--- src/rtl/ring_johnson_counter.sv ---
// Ring / Johnson shift counter with direction control, parallel load and seed-wrap pulse.
// Define RJC_SELF_CORRECT_EN to build legality checking and self-correction on enabled steps.
module ring_johnson_counter #(
    parameter int unsigned WIDTH = 4
) (
    input  logic             clk,
    input  logic             rst_n,
    input  logic             en,
    input  logic             mode,
    input  logic             dir,
    input  logic             load,
    input  logic [WIDTH-1:0] load_val,
    output logic [WIDTH-1:0] q,
    output logic             wrap,
    output logic             err
);

    localparam logic [WIDTH-1:0] RING_SEED = {1'b1, {(WIDTH-1){1'b0}}};
    localparam logic [WIDTH-1:0] JOHN_SEED = '0;

    logic             mode_q;
    logic             mode_chg;
    logic             do_correct;
    logic             wrap_next;
    logic [WIDTH-1:0] q_next;
    logic [WIDTH-1:0] step_val;
    logic [WIDTH-1:0] seed_cur;

    always_comb begin
        seed_cur = mode ? JOHN_SEED : RING_SEED;
        mode_chg = (mode != mode_q);
    end

    // One shift step; only used when mode == mode_q, so mode selects the feedback.
    always_comb begin
        step_val = q;
        unique case ({mode, dir})
            2'b00:   step_val = {q[0], q[WIDTH-1:1]};
            2'b01:   step_val = {q[WIDTH-2:0], q[WIDTH-1]};
            2'b10:   step_val = {~q[0], q[WIDTH-1:1]};
            2'b11:   step_val = {q[WIDTH-2:0], ~q[WIDTH-1]};
            default: step_val = q;
        endcase
    end

`ifdef RJC_SELF_CORRECT_EN
    logic [WIDTH-1:0] q_inv;
    logic [WIDTH-1:0] low_run_chk;
    logic [WIDTH-1:0] high_run_chk;
    logic             ring_ok;
    logic             john_ok;

    // Johnson-legal: set bits are a run from bit 0 (q & (q+1) == 0) or from the MSB (same test on ~q).
    always_comb begin
        q_inv        = ~q;
        low_run_chk  = q & (q + WIDTH'(1));
        high_run_chk = q_inv & (q_inv + WIDTH'(1));
        ring_ok      = $onehot(q);
        john_ok      = (low_run_chk == '0) || (high_run_chk == '0);
        err          = mode_q ? !john_ok : !ring_ok;
        do_correct   = err;
    end
`else
    always_comb begin
        err        = 1'b0;
        do_correct = 1'b0;
    end
`endif

    // Priority: load > mode change > enabled step (or correction) > hold.
    always_comb begin
        q_next    = q;
        wrap_next = 1'b0;
        if (load) begin
            q_next = load_val;
        end else if (mode_chg) begin
            q_next = seed_cur;
        end else if (en) begin
            if (do_correct) begin
                q_next = seed_cur;
            end else begin
                q_next    = step_val;
                wrap_next = (step_val == seed_cur);
            end
        end
    end

    always_ff @(posedge clk or negedge rst_n) begin
        if (!rst_n) begin
            q      <= RING_SEED;
            mode_q <= 1'b0;
            wrap   <= 1'b0;
        end else begin
            q      <= q_next;
            mode_q <= mode;
            wrap   <= wrap_next;
        end
    end

endmodule

--- config.mk ---
export PLATFORM = sky130hd
export DESIGN_NAME = ring_johnson_counter
export DESIGN_NICKNAME = d
export VERILOG_FILES = /design/src/rtl/ring_johnson_counter.sv
export SDC_FILE = /design/constraint.sdc
export NUM_CORES = 1
export LEC_CHECK = 0
export ABC_AREA = 1
export CAP_MARGIN = 10
export CORE_AREA = 2 2 39 41
export CTS_CLUSTER_DIAMETER = 200
export DETAILED_ROUTE_END_ITERATION = 10
export DIE_AREA = 0 0 41 43
export MAX_ROUTING_LAYER = met4
export SYNTH_ARGS = -nofsm -noshare
export SYNTH_HDL_FRONTEND = slang
export SYNTH_SLANG_ARGS = --single-unit
--- constraint.sdc ---
create_clock -name clk -period 1.6 [get_ports clk]
set_input_delay 0.24 -clock clk [delete_from_list [all_inputs] [get_ports clk]]
set_output_delay 0.24 -clock clk [all_outputs]
set_load 0.005 [all_outputs]
==> results.sh, run 1 <==
export IMPL_dieArea_sq_um=1763
export IMPL_leakage_nw=0.3089
export IMPL_cts_setup_buffers=0
export IMPL_start_util_pct=30.47
export IMPL_clock_fmax_ghz=0.6534
export IMPL_drv_cap=0
export IMPL_drtAntennaViolNets=0
export IMPL_drc=0
export IMPL_wl_per_cell_microns=9.218
export IMPL_cts_tree="done"
export IMPL_outcome="complete, no violations"
export IMPL_io_pins=16
export IMPL_syn_area_per_cell_sq_um=6.389
export IMPL_drt_iter0_drc=16
export IMPL_hold_violations=0
export IMPL_yosysUniqueCellTypes=15
export IMPL_period_minus_slack_ns=1.530
export IMPL_slowest_stage="dfstp_2"
export IMPL_arrival_ns=1.29
export IMPL_power_uw=479.2
export IMPL_crit_family="flip-flops"
export IMPL_yosys_warnings=0
export IMPL_synth_cells=66
export IMPL_syn_to_final_growth_pct=45.99
export IMPL_hold_class="in2async"
export IMPL_worst_setup_path_end_kind="output port"
export IMPL_drtPass1Iterations=5
export IMPL_slew_violations=0
export IMPL_crit_type="reg2out"
export IMPL_routed_wl_microns=931
export IMPL_critical_path_cell_chain="clkdlybuf4s50_1"
export IMPL_grt_overflow=0
export IMPL_drive_above_1_share_pct=16.47
export IMPL_dpl_hpwl_microns=793.2
export IMPL_setup_viol=0
export IMPL_fin_worst_skew_ns=0.007384
export IMPL_yosysSeqAreaShare_pct=35.91
export IMPL_ys_ff_latch=6
export IMPL_ir_drop_uv=383.8
export IMPL_ff2ff_path_depth=6
export IMPL_holdBufCountCts=0
export IMPL_syn_nets=77
export IMPL_antenna_found_initial=0
export IMPL_rsz0062_at_grt="no"
export IMPL_numCtsBuffers=3
export IMPL_holdWs_ns=0.2252
export IMPL_cts_root_buf="clkbuf_4"
export IMPL_grt_max_degree=8
export IMPL_h_tree_depth=1
export IMPL_insertion_delay_ns=0.24
export IMPL_p_per_area_nw_per_um2=778.5
export IMPL_gp_congestion=0.8168
export IMPL_cts_sinks=6
export IMPL_track_usage_pct=14.03
export IMPL_grt_pass1_wl_microns=1600
export IMPL_critPathRequiredTime_ns=1.36
export IMPL_antennaDiodeCount=0
export IMPL_die_h_microns=43
export IMPL_core_area_sq_um=1384
export IMPL_clk_pin_slew_ns=0.05
export IMPL_startpoint_type="flip-flop"
export IMPL_post_route_period_util_pct=95.65
export IMPL_rows=14
export IMPL_cts_resized=0
export IMPL_final_nets=97
export IMPL_grt_pass1_vias=416
export IMPL_clockBufferDepth=2
export IMPL_vias=441
export IMPL_max_stage_delay_ns=0.55
export IMPL_path_buf_inv=1
export IMPL_syn_area_sq_um=421.7
export IMPL_viasPerCell=4.366
export IMPL_die_x_microns=41
export IMPL_numPortBuffers=14
export IMPL_path_max_fanout=4
export IMPL_cp_num_cells=1
-- cell type report --
class                           count  area [sq um]
Multi-Input combinational cell     49         225.2
Tap cell                           16         20.02
Inverter                           10         37.54
Fill cell                         143         768.2
Timing Repair Buffer               16         155.1
Sequential cell                     6         151.4
Clock buffer                        4         26.28
-- flip-flops by register name, summed over array words and instances (netlist names) --
register  count
mode_q        1
wrap          1
q             4
-- cell usage in the layout, fill, tap and decap left out, drive strengths merged --
cell           instances
ha                     1
nand2                 24
conb                   1
clkbuf                 4
o21ai                  1
dfstp                  1
a21oi                  7
inv                   10
nand3                  6
nor2                   9
dfrtp                  5
clkdlybuf4s50         14
buf                    2
-- power breakdown --
part           total (mW)  switching, mW  internal (mW)  leakage [nW]
clock network       0.148         0.0538         0.0944        0.0150
registers           0.186         0.0159          0.170        0.0728
logic               0.145         0.0697         0.0752         0.221
total               0.479          0.139          0.340         0.309
-- cell usage after synthesis --
| library cell | instances | area, sq um |
|---|---|---|
| dfstp_2 | 1 | 26.28 |
| nand2_2 | 2 | 12.51 |
| nor2_1 | 7 | 26.28 |
| nor2_2 | 1 | 6.260 |
| conb_1 | 1 | 3.750 |
| nor2_4 | 1 | 11.26 |
| o21ai_0 | 1 | 5.000 |
| inv_1 | 6 | 22.52 |
| ha_1 | 1 | 12.51 |
| inv_2 | 4 | 15.01 |
| buf_4 | 1 | 7.510 |
| nand3_1 | 6 | 30.03 |
| dfrtp_1 | 5 | 125.1 |
| a21oi_1 | 7 | 35.03 |
| nand2_1 | 22 | 82.58 |
-- logic make-up after synthesis --
| kind of cell | after synthesis | synth area share (%) |
|---|---|---|
| other | 1 | 0.8894 |
| AND/OR/NAND/NOR | 39 | 40.06 |
| buffers and inverters | 11 | 10.68 |
| flip-flops | 6 | 35.91 |
| AO/OA/AOI/OAI | 8 | 9.494 |
| adder cells (fa/ha/maj) | 1 | 2.967 |
-- worst paths after layout --
check	slack, ns	to	from
setup / recovery	0.07	q[3]	q[3]$_DFFE_PN1P_
min in group clk	0.52	q[3]$_DFFE_PN1P_	q[3]$_DFFE_PN1P_
hold reg to reg	0.52	q[3]$_DFFE_PN1P_	q[3]$_DFFE_PN1P_
hold / removal	0.23	mode_q$_DFF_PN0_	rst_n
max in group asynchronous	1.10	q[3]$_DFFE_PN1P_	rst_n
setup reg to reg	0.39	q[1]$_DFFE_PN0P_	mode_q$_DFF_PN0_
-- metal layers --
layer	wire length, microns	up-vias	global-route usage, %
met5	0	-	-
met4	15	0	10.00
met3	18	2	1.571
met2	466	7	19.38
met1	430	189	18.27
li1	-	243	-
-- through the flow --
stage | std cells | setup WS (ns) | area (sq um) | util, % | setup TNS, ns
after floorplan | 66 | 0.4968 | 421.7 | - | 0
after global placement | 97 | -0.03909 | 589.3 | 42.59 | -0.1222
after detailed placement | 97 | -0.03262 | 589.3 | 42.59 | -0.1073
after CTS | 101 | 0.05373 | 615.6 | 44.48 | 0
after global routing | 101 | 0.02758 | 615.6 | 44.48 | 0
final | 101 | 0.06957 | 615.6 | 44.48 | 0
(Power assumes the default switching activity.)
==> run 2: changes to the inputs <==
Settings changed: SLEW_MARGIN set to 10.
==> results of run 2 <==
Same layout as run 1: the final DEF is identical, and so are final timing and power.
==> run 3: changes to the inputs <==
Settings changed: RECOVER_POWER set to 100, SKIP_LAST_GASP set to 1, TNS_END_PERCENT set to 100.
==> run 3 against run 2 <==
  * Cell count unchanged
  * Die area did not move
  * Fmax barely moved
  * Non-clock buffer count unchanged
  * Utilization decreased by 0.18 points
  * First-iteration DRC count is 19% lower
  * Power fell by 1.4%
  * Worst setup slack is essentially flat
  * Sequential share of layout area increased by 0.10 points
  * Critical path type unchanged
  * Critical endpoint unchanged
  * Largest cell class unchanged
  * Largest power group unchanged
==> results.sh, run 3 (synthesis gave the netlist of run 1 again) <==
export IMPL_outcome="complete, no violations"
export IMPL_holdWs_ns=0.2957
export IMPL_drv_cap=0
export IMPL_crit_family="flip-flops"
export IMPL_core_area_sq_um=1384
export IMPL_numPortBuffers=14
export IMPL_fillers=144
export IMPL_p_int_uw=334.3
export IMPL_setup_viol=0
export IMPL_startpoint_type="flip-flop"
export IMPL_start_util_pct=30.47
export IMPL_largest_reg_flops=4
export IMPL_h_tree_depth=1
export IMPL_rsz0062_at_grt="no"
export IMPL_dieArea_sq_um=1763
export IMPL_dpl_worst_slack_ns=-0.03262
export IMPL_critPathRequiredTime_ns=1.36
export IMPL_track_usage_pct=14.03
export IMPL_viasPerCell=4.356
export IMPL_path_buf_inv=1
export IMPL_period_minus_slack_ns=1.531
export IMPL_die_x_microns=41
export IMPL_cts_root_buf="clkbuf_4"
export IMPL_dpl_hpwl_microns=793.2
export IMPL_max_stage_delay_ns=0.55
export IMPL_r2r_slack_ns=0.36
export IMPL_slowest_stage="dfstp_2"
export IMPL_critical_path_cell_chain="clkdlybuf4s50_1"
export IMPL_cts_setup_buffers=0
export IMPL_holdBufCountCts=0
export IMPL_io_pins=16
export IMPL_pwr_share_clk_pct=31.4
export IMPL_multi_input_area_sq_um=222.7
export IMPL_drtPass1Iterations=5
export IMPL_final_common_cell="nand2_1"
export IMPL_ff2ff_path_depth=6
export IMPL_p_per_area_nw_per_um2=770.8
export IMPL_ir_drop_uv=383.2
export IMPL_layout_common_cells="nand2_1, clkdlybuf4s50_1, nor2_1, a21oi_1"
export IMPL_drive_above_1_share_pct=15.29
export IMPL_grt_pass1_wl_microns=1600
export IMPL_vias=440
export IMPL_clockBufferDepth=2
export IMPL_gr_usage_met2_pct=19.38
export IMPL_hold_class="in2async"
export IMPL_gp_congestion=0.8168
export IMPL_slew_violations=0
export IMPL_postLayoutCoreUtil_pct=44.30
export IMPL_grtUsageMet3_pct=1.571
export IMPL_rows=14
export IMPL_p_sw_share_pct=29.25
export IMPL_rr_startpoint="mode_q$_DFF_PN0_"
export IMPL_clock_fmax_ghz=0.6533
export IMPL_arrival_ns=1.29
export IMPL_numCtsBuffers=3
export IMPL_path_max_fanout=4
export IMPL_antenna_found_initial=0
export IMPL_fin_worst_skew_ns=0.007245
export IMPL_grt_overflow=0
export IMPL_antennaDiodeCount=0
export IMPL_worst_setup_path_end_kind="output port"
export IMPL_drc=0
export IMPL_drt_iter0_drc=13
export IMPL_hold_violations=0
export IMPL_wl_per_cell_microns=9.208
export IMPL_drtAntennaViolNets=0
export IMPL_switching_power_uw=138.2
export IMPL_p_seq_share_pct=39.2
export IMPL_setup_ws_ns=0.06935
export IMPL_reg_largest_list="q (4), mode_q (1), wrap (1)"
export IMPL_post_route_period_util_pct=95.67
export IMPL_cts_tree="done"
export IMPL_cts_resized=0
export IMPL_die_h_microns=43
export IMPL_syn_to_final_growth_pct=45.40
export IMPL_grt_max_degree=8
export IMPL_final_nets=97
export IMPL_cts_sinks=6
export IMPL_regMostFlops="q"
export IMPL_crit_type="reg2out"
export IMPL_busiest_layer="met2"
export IMPL_r2r_end="q[1]$_DFFE_PN0P_"
export IMPL_grt_use_met1_pct=18.27
export IMPL_p_comb_share_pct=29.4
export IMPL_seqCellArea_sq_um=151.4
export IMPL_clk_pin_slew_ns=0.05
export IMPL_routed_wl_microns=930
export IMPL_leakage_nw=0.3156
export IMPL_grt_pass1_vias=416
export IMPL_insertion_delay_ns=0.24
run 3: metal layers:
metal,up-vias,wire length [microns],part of all wire [%]
met3,2,18,1.9
met1,189,430,46
met2,7,465,50
met5,-,0,0
li1,242,-,-
met4,0,15,1.6
run 3: worst max-delay path by stage:
stage,start,endpoint,slack [ns],cells after the start
5_1_grt,q[3]$_DFFE_PN1P_,q[3],0.03,1
4_1_cts,q[3]$_DFFE_PN1P_,q[3],0.05,1
3_3_place_gp,mode,wrap$_DFF_PN0_,-0.04,9
3_5_place_dp,mode,wrap$_DFF_PN0_,-0.03,9
2_1_floorplan,mode_q$_DFF_PN0_,q[2]$_DFFE_PN0P_,0.50,6
6_report,q[3]$_DFFE_PN1P_,q[3],0.07,1
run 3: final cells by class:
cell class / instances / share of cell area (%)
Clock buffer: 4 / 4.286
Multi-Input combinational cell: 49 / 36.33
Tap cell: 16 / 3.265
Sequential cell: 6 / 24.69
Inverter: 10 / 6.122
Timing Repair Buffer: 16 / 25.31
run 3: power groups by stage:
| stage | clock network, mW | registers (mW) | logic [mW] |
|---|---|---|---|
| 2_1_floorplan | 0 | 0.186 | 0.0713 |
| 3_3_place_gp | 0 | 0.188 | 0.146 |
| 3_5_place_dp | 0 | 0.188 | 0.146 |
| 4_1_cts | 0.157 | 0.186 | 0.147 |
| 5_1_grt | 0.169 | 0.188 | 0.158 |
| 6_report | 0.148 | 0.185 | 0.139 |
run 3: stage by stage:
step	instances	area (sq um)	TNS, ns	power (mW)
after CTS	101	615.6	0	0.4899
after detailed placement	97	589.3	-0.1073	0.3340
after global routing	101	613.1	0	0.5146
after floorplan	66	421.7	0	0.2572
final	101	613.1	0	0.4726
after global placement	97	589.3	-0.1222	0.3336
